**src/rtl/dmem_ctrl_pkg.sv**
```systemverilog
// Shared encodings for the data-memory miss controller: FSM state codes and
// the mem_write_o direction values.
package dmem_ctrl_pkg;

  typedef enum logic [1:0] {
    IDLE   = 2'b00,
    WB     = 2'b01,
    REFILL = 2'b10,
    DONE   = 2'b11
  } state_e;

  localparam logic MEM_WR_WRITEBACK = 1'b1;
  localparam logic MEM_WR_REFILL    = 1'b0;

endpackage

```
**src/rtl/dmem_timeout_cnt.sv**
```systemverilog
// Watchdog for backing-memory transfers: counts waiting cycles and flags expiry
// on the cycle whose increment would bring the count to TIMEOUT-1.
module dmem_timeout_cnt #(
  parameter int TIMEOUT = 64
) (
  input  logic clk_i,
  input  logic rst_i,
  input  logic clr_i,
  input  logic en_i,
  output logic expire_o
);

  localparam int W = $clog2(TIMEOUT);
  localparam logic [W-1:0] CNT_MAX   = W'(TIMEOUT - 1);
  localparam logic [W-1:0] EXPIRE_AT = W'(TIMEOUT - 2);

  logic [W-1:0] cnt_q, cnt_d;

  // Clear wins over enable; the count parks at its maximum instead of wrapping.
  always_comb begin
    cnt_d = cnt_q;
    if (clr_i) begin
      cnt_d = '0;
    end else if (en_i && (cnt_q != CNT_MAX)) begin
      cnt_d = cnt_q + W'(1);
    end
  end

  always_ff @(posedge clk_i) begin
    if (!rst_i) begin
      cnt_q <= '0;
    end else begin
      cnt_q <= cnt_d;
    end
  end

  assign expire_o = en_i && (cnt_q == EXPIRE_AT);

endmodule

```
**src/rtl/dmem_miss_ctrl.sv**
```systemverilog
// MEM-stage data-cache miss sequencer: stalls the pipeline and runs writeback/refill.
// Optional performance counters are enabled with `define DMEM_PERF_CNT_EN.
module dmem_miss_ctrl
  import dmem_ctrl_pkg::*;
#(
  parameter int TIMEOUT = 64
`ifdef DMEM_PERF_CNT_EN
  ,
  parameter int CNT_W   = 32
`endif
) (
  input  logic             clk_i,
  input  logic             rst_i,
  input  logic             MemRead_i,
  input  logic             MemWrite_i,
  input  logic             hit_i,
  input  logic             dirty_i,
  input  logic             mem_ack_i,
  output logic             mem_req_o,
  output logic             mem_write_o,
  output logic             refill_o,
  output logic             set_dirty_o,
  output logic             stall_o,
  output logic             err_o,
`ifdef DMEM_PERF_CNT_EN
  output logic [CNT_W-1:0] miss_cnt_o,
  output logic [CNT_W-1:0] wb_cnt_o,
`endif
  output logic [1:0]       state_o
);

  state_e state_q, state_d;
  logic   err_q, err_d;
  logic   access;
  logic   wd_en, wd_clr, wd_expire;

  assign access = MemRead_i | MemWrite_i;
  assign wd_en  = ((state_q == WB) || (state_q == REFILL)) && !mem_ack_i;
  assign wd_clr = mem_ack_i || (state_d != state_q);

  dmem_timeout_cnt #(
    .TIMEOUT (TIMEOUT)
  ) u_timeout (
    .clk_i    (clk_i),
    .rst_i    (rst_i),
    .clr_i    (wd_clr),
    .en_i     (wd_en),
    .expire_o (wd_expire)
  );

  always_comb begin
    state_d     = state_q;
    stall_o     = 1'b0;
    mem_req_o   = 1'b0;
    mem_write_o = 1'b0;
    refill_o    = 1'b0;
    set_dirty_o = 1'b0;
    case (state_q)
      IDLE: begin
        if (access) begin
          if (hit_i) begin
            set_dirty_o = MemWrite_i;
          end else begin
            stall_o = 1'b1;
            state_d = dirty_i ? WB : REFILL;
          end
        end
      end
      WB: begin
        stall_o     = 1'b1;
        mem_req_o   = 1'b1;
        mem_write_o = MEM_WR_WRITEBACK;
        if (mem_ack_i) begin
          state_d = REFILL;
        end else if (wd_expire) begin
          state_d = IDLE;
        end
      end
      REFILL: begin
        stall_o     = 1'b1;
        mem_req_o   = 1'b1;
        mem_write_o = MEM_WR_REFILL;
        if (mem_ack_i) begin
          refill_o = 1'b1;
          state_d  = DONE;
        end else if (wd_expire) begin
          state_d = IDLE;
        end
      end
      // One bubble so the cache array re-reads the freshly written line.
      DONE: begin
        stall_o = 1'b1;
        state_d = IDLE;
      end
      default: state_d = IDLE;
    endcase
  end

  assign err_d = err_q | wd_expire;

  always_ff @(posedge clk_i) begin
    if (!rst_i) begin
      state_q <= IDLE;
      err_q   <= 1'b0;
    end else begin
      state_q <= state_d;
      err_q   <= err_d;
    end
  end

  assign err_o   = err_q;
  assign state_o = state_q;

`ifdef DMEM_PERF_CNT_EN
  logic [CNT_W-1:0] miss_cnt_q, miss_cnt_d;
  logic [CNT_W-1:0] wb_cnt_q, wb_cnt_d;
  logic             miss_start;

  assign miss_start = (state_q == IDLE) && (state_d != IDLE);

  // Saturating counters: they hold at all-ones rather than wrapping.
  always_comb begin
    miss_cnt_d = miss_cnt_q;
    wb_cnt_d   = wb_cnt_q;
    if (miss_start && (miss_cnt_q != '1)) begin
      miss_cnt_d = miss_cnt_q + CNT_W'(1);
    end
    if (miss_start && (state_d == WB) && (wb_cnt_q != '1)) begin
      wb_cnt_d = wb_cnt_q + CNT_W'(1);
    end
  end

  always_ff @(posedge clk_i) begin
    if (!rst_i) begin
      miss_cnt_q <= '0;
      wb_cnt_q   <= '0;
    end else begin
      miss_cnt_q <= miss_cnt_d;
      wb_cnt_q   <= wb_cnt_d;
    end
  end

  assign miss_cnt_o = miss_cnt_q;
  assign wb_cnt_o   = wb_cnt_q;
`endif

endmodule
```
**config.mk**
```make
export PLATFORM = sky130hd
export DESIGN_NAME = dmem_miss_ctrl
export DESIGN_NICKNAME = d
export VERILOG_FILES = /design/src/rtl/dmem_ctrl_pkg.sv /design/src/rtl/dmem_timeout_cnt.sv /design/src/rtl/dmem_miss_ctrl.sv
export SDC_FILE = /design/constraint.sdc
export NUM_CORES = 1
export LEC_CHECK = 0
export CORE_MARGIN = 2
export CORE_UTILIZATION = 47
export DETAILED_ROUTE_END_ITERATION = 10
export PLACE_DENSITY = 0.79
export SETUP_SLACK_MARGIN = 0.05
export SYNTH_ARGS = -nofsm -noshare
export SYNTH_HDL_FRONTEND = slang
export SYNTH_SLANG_ARGS = --single-unit
```
**constraint.sdc**
```tcl
create_clock -name clk_i -period 2.4 [get_ports clk_i]
set_input_delay 0.36 -clock clk_i [delete_from_list [all_inputs] [get_ports clk_i]]
set_output_delay 0.36 -clock clk_i [all_outputs]
set_load 0.01 [all_outputs]
```
==> metrics.txt, run 1 <==
status completed; P_leak 0.332 nW; internal power 273 uW; Slowest-stage cell, CP clkdlybuf4s50_1; max_slew headroom 70.3%; Max FO, Critical Path 7; #FFs+latches synth 9; Post-synth EDFFs 0; post-route ant nets 0; worst hold path type reg -> reg; FP Rows 13; Worst Skew 0.00446 ns; final WL 1340 um; core area 1270 um2; Power Total 388 uW; drt initial violations 4; ant diodes 0; Nets 97; via count 533; Period Utilization, post-route 91.3%; Reg2Reg Setup Slack 0.23 ns; final setup fails 0; GRT Overall Usage 21.5%; Crit path arrival time 1.83 ns; Least-Margin Pin Slew 0.445 ns; CTS buffer count 3; RSZ-0062 raised after global routing false; Via density 5.44; proportion of layout cells with a drive suffix above 1 16.9%; Max Cap Viol 0; Clock transition at path regs 0.06 ns; Starting Density 49.0%; H-Tree Depth 1; CTS Hold Bufs 0; critical path data required time 2.04 ns; syn nets 77; setup bufs post-CTS 0; commonest cells in the netlist dfxtp_1, ha_1, inv_1; cts repair resizes 0; Mapped Cells 64; Post-Route Utilization 64.3%; vias in the first global route 522; Syn-to-layout area delta 31.2%; dpl hpwl 1070 um; Die Ht 40.4 um; post-synthesis sequential area ratio 29.0%; max incr delay on CP 0.47 ns; crit-path cells inv_1 > ha_1 > and3_1 > clkdlybuf4s50_1; fraction of registers with async set/reset 0%; initial antenna violation count 0; GPL Wtd Cong 0.732; Fin Setup TNS 0 ns; worst-skew pair later-pin latency 0.26 ns; Critical Path Start Type register; part of the power in the clock network 29.4%; DRC Markers 0; Setup CP Type reg -> out; Max Slew Vio Count 0; Buffers on Ports 14; top cell type's share of synthesized area 29.0%; combinational share of power 30.0%; Root Driver clkbuf_4; DR WL/cell 13.6 um; yosys synthesis warning count 0; sw power 116 uW; pwr/cell area 476 nW/um2; peak supply drop 0.316 mV; global-route wire length before repair 2230 um; Sw Ratio 29.8%; Top delay family on crit path buffers and inverters; sequential share of power 40.6%; TritonRoute pass-1 iters 4; crit end category output pin; TritonCTS clock tree built; largest net degree at the start of global routing 8; grt total ovfl 0; largest area contributor in the netlist dfxtp_1; I/O Pins 15; CTS sink cnt 9; Main synth FF type dfxtp_1; mean area per synthesized cell 9.72 um2; Die Width 40.4 um; library cells used by synthesis 30; crit path time final 2.19 ns; WP buf/inv 2; Die Area 1630 um2; worst-case clock buffer depth 2; most numerous cell in the Yosys netlist dfxtp_1; largest cells by area after synthesis dfxtp_1, ha_1, a2111oi_2; Final Hold Viols 0; Max Fclk 456 MHz; Synth Cell Area 622 um2
-- power by group through the flow --
| stage | Combinational [mW] | Sequential, mW | Clock (mW) |
|---|---|---|---|
| 2_1_floorplan | 0.0659 | 0.163 | 0 |
| 3_3_place_gp | 0.112 | 0.161 | 0 |
| 3_5_place_dp | 0.116 | 0.161 | 0 |
| 4_1_cts | 0.117 | 0.158 | 0.122 |
| 5_1_grt | 0.127 | 0.158 | 0.130 |
| 6_report | 0.117 | 0.158 | 0.114 |
-- state kept, by name, summed over array words and instances (netlist names) --
signal,flops
err_o,1
u_timeout.cnt_q,6
state_o,2
-- cell families (layout without fill, tap and decap cells) --
kind of cell	count (synthesis)	count (layout)	share of synthesized area, %
flops	9	9	29.0
simple gates	23	23	24.5
xor+xnor	4	4	6.84
mux	2	2	3.42
buf+inv	6	25	3.62
fa+ha+maj	6	6	12.1
compound gates	14	14	20.5
-- per-stage QoR --
step                      instance area, um2  hold WS (ns)  std cells  setup WS (ns)
after global routing                     816         0.477         98         0.0660
after detailed placement                 788         0.447         94          0.158
after floorplan                          622         0.468         64          0.337
after CTS                                816         0.456         98          0.199
after global placement                   788         0.439         94          0.226
final                                    816         0.448         98          0.208
-- final cells by class --
cell class                      instances  area, um2
Tap cell                               15       18.8
Clock buffer                            3       22.5
Multi-Input combinational cell         49        419
Timing Repair Buffer                   15        148
Fill cell                             113        453
Inverter                                6       22.5
Clock inverter                          1       5.00
Sequential cell                         9        180
-- path summary, 6_finish.rpt --
path | from | to | cells past startpoint
worst max register to register | state_o[0] | u_timeout.cnt_q[5] | 7
worst max-delay path | state_o[0] | set_dirty_o | 4
worst min register to register | err_o | err_o | 2
worst min-delay path | err_o | err_o | 2
-- cells in the final DEF, fill, tap and decap left out --
cell type	Yosys	layout
nand4_4	1	1
dfxtp_1	9	9
xnor2_1	1	1
nand2b_1	1	1
nor3_1	4	4
nor2_1	2	2
ha_1	6	6
inv_1	6	6
o21ai_0	2	2
a2111oi_2	2	2
mux2_2	1	1
xnor2_2	1	1
o311ai_0	1	1
nor4_2	1	1
nand4_1	3	3
buf_4	0	1
clkbuf_4	0	3
nand2_1	4	4
clkdlybuf4s50_1	0	14
a22oi_4	1	1
o22ai_1	1	1
nor2b_1	2	2
clkinv_2	0	1
and2_1	2	2
o21bai_1	2	2
and4b_2	1	1
a21boi_1	1	1
mux2i_1	1	1
and3_1	1	1
and4_1	1	1
o211a_1	1	1
a31o_2	1	1
a21oi_1	2	2
xor2_1	2	2
-- worst reg2reg max path, stage by stage (launching register included) --
cell and delay, ns:
dfxtp_1 0.45, inv_1 0.13, ha_1 0.34, and4b_2 0.29
nand4_4 0.15, a22oi_4 0.23, xnor2_2 0.16, a2111oi_2 0.32
-- per-layer routing --
metal	wire [um]	vias up	part of all wire, %	GRT usage, %
li1	-	274	-	-
met1	613	238	46	24.5
met2	625	17	47	36.1
met3	64	4	4.8	8.33
met4	32	0	2.4	7.50
met5	0	-	0	0
No activity file was read; power rests on OpenSTA's default activity.
==> run 2, diff against run 1 <==
--- a/config.mk
+++ b/config.mk
@@ -5,8 +5,10 @@
 export SDC_FILE = /design/constraint.sdc
 export NUM_CORES = 1
 export LEC_CHECK = 0
+export ABC_AREA = 1
+export ABC_CLOCK_PERIOD_IN_PS = 2400
 export CORE_MARGIN = 2
-export CORE_UTILIZATION = 47
+export CORE_UTILIZATION = 48
 export DETAILED_ROUTE_END_ITERATION = 10
 export PLACE_DENSITY = 0.79
 export SETUP_SLACK_MARGIN = 0.05
==> metrics.txt, run 2 <==
Largest Register u_timeout.cnt_q (unchanged); Syn-to-layout area delta 26.9% (was 31.2%); P_leak 0.359 nW (was 0.332 nW); post-route insts no fill 127 (was 98); most common cell after layout, fill and taps aside inv_1 (was clkdlybuf4s50_1); Buffers on Ports 14 (unchanged); max incr delay on CP 0.53 ns (was 0.47 ns); Sw Ratio 31.8% (was 29.8%); internal power 275 uW (was 273 uW); worst-skew pair later-pin latency 0.26 ns (about the same); max reg flops 6 (unchanged); Starting Density 52.2% (was 49.0%); Top delay family on crit path buffers and inverters (unchanged); Worst Setup SP state_o[1] (was state_o[0]); Worst Skew 0.00272 ns (was 0.00446 ns); Critical Path Start Type register (unchanged); cts repair resizes 0 (unchanged); Post-synth EDFFs 0 (unchanged); Post-Route Utilization 66.3% (was 64.3%); proportion of layout cells with a drive suffix above 1 19.6% (was 16.9%); fraction of registers with async set/reset 0% (unchanged); syn nets 107 (was 77); Main synth FF type dfxtp_1 (unchanged); initial antenna violation count 0 (unchanged); GRT Overall Usage 17.3% (was 21.5%); crit path time final 2.06 ns (was 2.19 ns); Placed Cells 123 (was 94); DR WL/cell 9.72 um (was 13.6 um); sequential share of power 39.1% (was 40.6%); global-route wire length before repair 2240 um (was 2230 um); vias in the first global route 529 (was 522); Die Ht 41.9 um (was 40.4 um); Max Slew Vio Count 0 (unchanged); part of the power in the clock network 28.9% (was 29.4%); Slowest-stage cell, CP clkdlybuf4s50_1 (unchanged); worst hold path type reg -> reg (unchanged); Max Cap Viol 0 (unchanged); GPL Wtd Cong 0.776 (was 0.732); CTS Hold Bufs 0 (unchanged); Max Fclk 485 MHz (was 456 MHz); CTS buffer count 3 (unchanged); FP Rows 13 (unchanged); FILL cells 122 (was 113); Fin Setup TNS 0 ns (unchanged); dpl hpwl 1030 um (was 1070 um); pwr/cell area 462 nW/um2 (was 476 nW/um2); Least-Margin Pin Slew 0.304 ns (was 0.445 ns); largest cells by area after synthesis dfxtp_1, ha_1, inv_1 (was dfxtp_1, ha_1, a2111oi_2); library cells used by synthesis 18 (was 30); RSZ-0062 raised after global routing false (unchanged); max_slew headroom 79.7% (was 70.3%); TritonCTS clock tree built (unchanged); grt total ovfl 0 (unchanged); critical path data required time 2.04 ns (about the same); H-Tree Depth 1 (unchanged); I/O Pins 15 (unchanged); peak supply drop 0.327 mV (was 0.316 mV); WP buf/inv 3 (was 2); worst-case clock buffer depth 2 (unchanged); TritonRoute pass-1 iters 2 (was 4); Die Width 41.9 um (was 40.4 um); yosys synthesis warning count 0 (unchanged); Nets 126 (was 97); Final Hold Viols 0 (unchanged); GR peak layer met2 (unchanged); post-synthesis sequential area ratio 26.2% (was 29.0%); Clock transition at path regs 0.06 ns (about the same); Period Utilization, post-route 85.9% (was 91.3%); commonest cells in the netlist inv_1, nand2_1, nor2_1 (was dfxtp_1, ha_1, inv_1); combinational share of power 32.0% (was 30.0%); ant diodes 0 (unchanged); crit-path cells inv_1 > ha_1 > inv_1 > nor2_1 > clkdlybuf4s50_1 (was inv_1 > ha_1 > and3_1 > clkdlybuf4s50_1); setup bufs post-CTS 0 (unchanged); final setup fails 0 (unchanged); Die Area 1750 um2 (was 1630 um2); sw power 128 uW (was 116 uW); largest net degree at the start of global routing 7 (was 8); Max FO, Critical Path 5 (was 7); Reg2Reg Launch Point state_o[0] (unchanged); core area 1320 um2 (was 1270 um2); Via density 4.69 (was 5.44); DRC Markers 0 (unchanged); most common cell type on the critical path inv_1; status completed (unchanged); mean area per synthesized cell 7.32 um2 (was 9.72 um2); post-route ant nets 0 (unchanged); Synth Cell Area 688 um2 (was 622 um2); #FFs+latches synth 9 (unchanged); Setup CP Type reg -> out (unchanged); met1 GRT Util 21.4% (was 24.5%); Crit path arrival time 1.70 ns (was 1.83 ns); top cell type's share of synthesized area 26.2% (was 29.0%); commonest non-fill, non-tap cells in the layout inv_1, nand2_1, clkdlybuf4s50_1 (was clkdlybuf4s50_1, dfxtp_1, inv_1, ha_1); most numerous cell in the Yosys netlist inv_1 (was dfxtp_1); final WL 1230 um (was 1340 um); CTS sink cnt 9 (unchanged); via count 596 (was 533); Root Driver clkbuf_4 (unchanged); largest area contributor in the netlist dfxtp_1 (unchanged); met3 global-route usage 7.83% (was 8.33%); final hold slack 0.460 ns (was 0.448 ns); Mapped Cells 94 (was 64); Hold Crit Start err_o (unchanged); crit end category output pin (unchanged); drt initial violations 10 (was 4); grt met2 use 25.3% (was 36.1%)
-- run 2: cell count changes after synthesis, sizes merged, moves of 4 or more --
cell   change
nand2     +19
nand3      +5
inv       +12
nand4      -4
nor2      +12
-- run 2: cell type report --
cell class	instances	area, um2	share of cell area [%]
Multi-Input combinational cell	67	440	50.4
Sequential cell	9	180	20.6
Timing Repair Buffer	14	140	16.0
Inverter	18	67.6	7.74
Clock buffer	4	26.3	3.01
Tap cell	15	18.8	2.15
-- run 2: metrics by stage --
stage / worst slack, ns / instance area (um2) / power (mW)
5_1_grt: 0.184 / 873 / 0.433
2_1_floorplan: 0.661 / 688 / 0.243
4_1_cts: 0.332 / 873 / 0.409
3_3_place_gp: 0.470 / 847 / 0.288
3_5_place_dp: 0.421 / 847 / 0.291
6_report: 0.339 / 873 / 0.403
-- run 2: worst paths after layout --
check                             to  slack (ns)  depth (start not counted)
hold / removal                 err_o        0.46                          2
setup / recovery         set_dirty_o        0.34                          5
hold reg to reg                err_o        0.46                          2
setup reg to reg  u_timeout.cnt_q[5]        0.58                         11
-- run 2: cells by family (layout without fill, tap and decap cells) --
| logic type | Yosys count | count (layout) | share of synthesized area, % |
|---|---|---|---|
| AOI/OAI and AO/OA | 9 | 9 | 8.91 |
| xor gates and xnor gates | 4 | 4 | 5.09 |
| DFF | 9 | 9 | 26.2 |
| adders and majority gates | 6 | 6 | 10.9 |
| and+or+nand+nor | 48 | 48 | 39.1 |
| buffers and inverters | 18 | 36 | 9.82 |
-- run 2: tightest hold or removal path, delay by kind of cell (launching register included) --
kind	cells	cell delay, ns
AO/OA/AOI/OAI	1	0.06
buffers and inverters	1	0.05
flip-flops	1	0.31
-- run 2: layer usage --
metal / up-vias / wire length (um)
met5: - / 0
met4: 0 / 21
met3: 5 / 52
met2: 8 / 531
met1: 257 / 629
li1: 326 / -
-- run 2: power by group through the flow --
stage / registers [mW] / logic [mW] / clock network, mW
after global routing: 0.159 / 0.143 / 0.132
after detailed placement: 0.161 / 0.130 / 0
after global placement: 0.161 / 0.127 / 0
after floorplan: 0.162 / 0.0809 / 0
final: 0.158 / 0.129 / 0.116
after CTS: 0.158 / 0.131 / 0.120
==> run 3, diff against run 2 <==
--- a/config.mk
+++ b/config.mk
@@ -7,6 +7,7 @@
 export LEC_CHECK = 0
 export ABC_AREA = 1
 export ABC_CLOCK_PERIOD_IN_PS = 2400
+export CAP_MARGIN = 20
 export CORE_MARGIN = 2
 export CORE_UTILIZATION = 48
 export DETAILED_ROUTE_END_ITERATION = 10
==> results of run 3 <==
The final DEF is identical to that of run 2; final timing and power are the same.
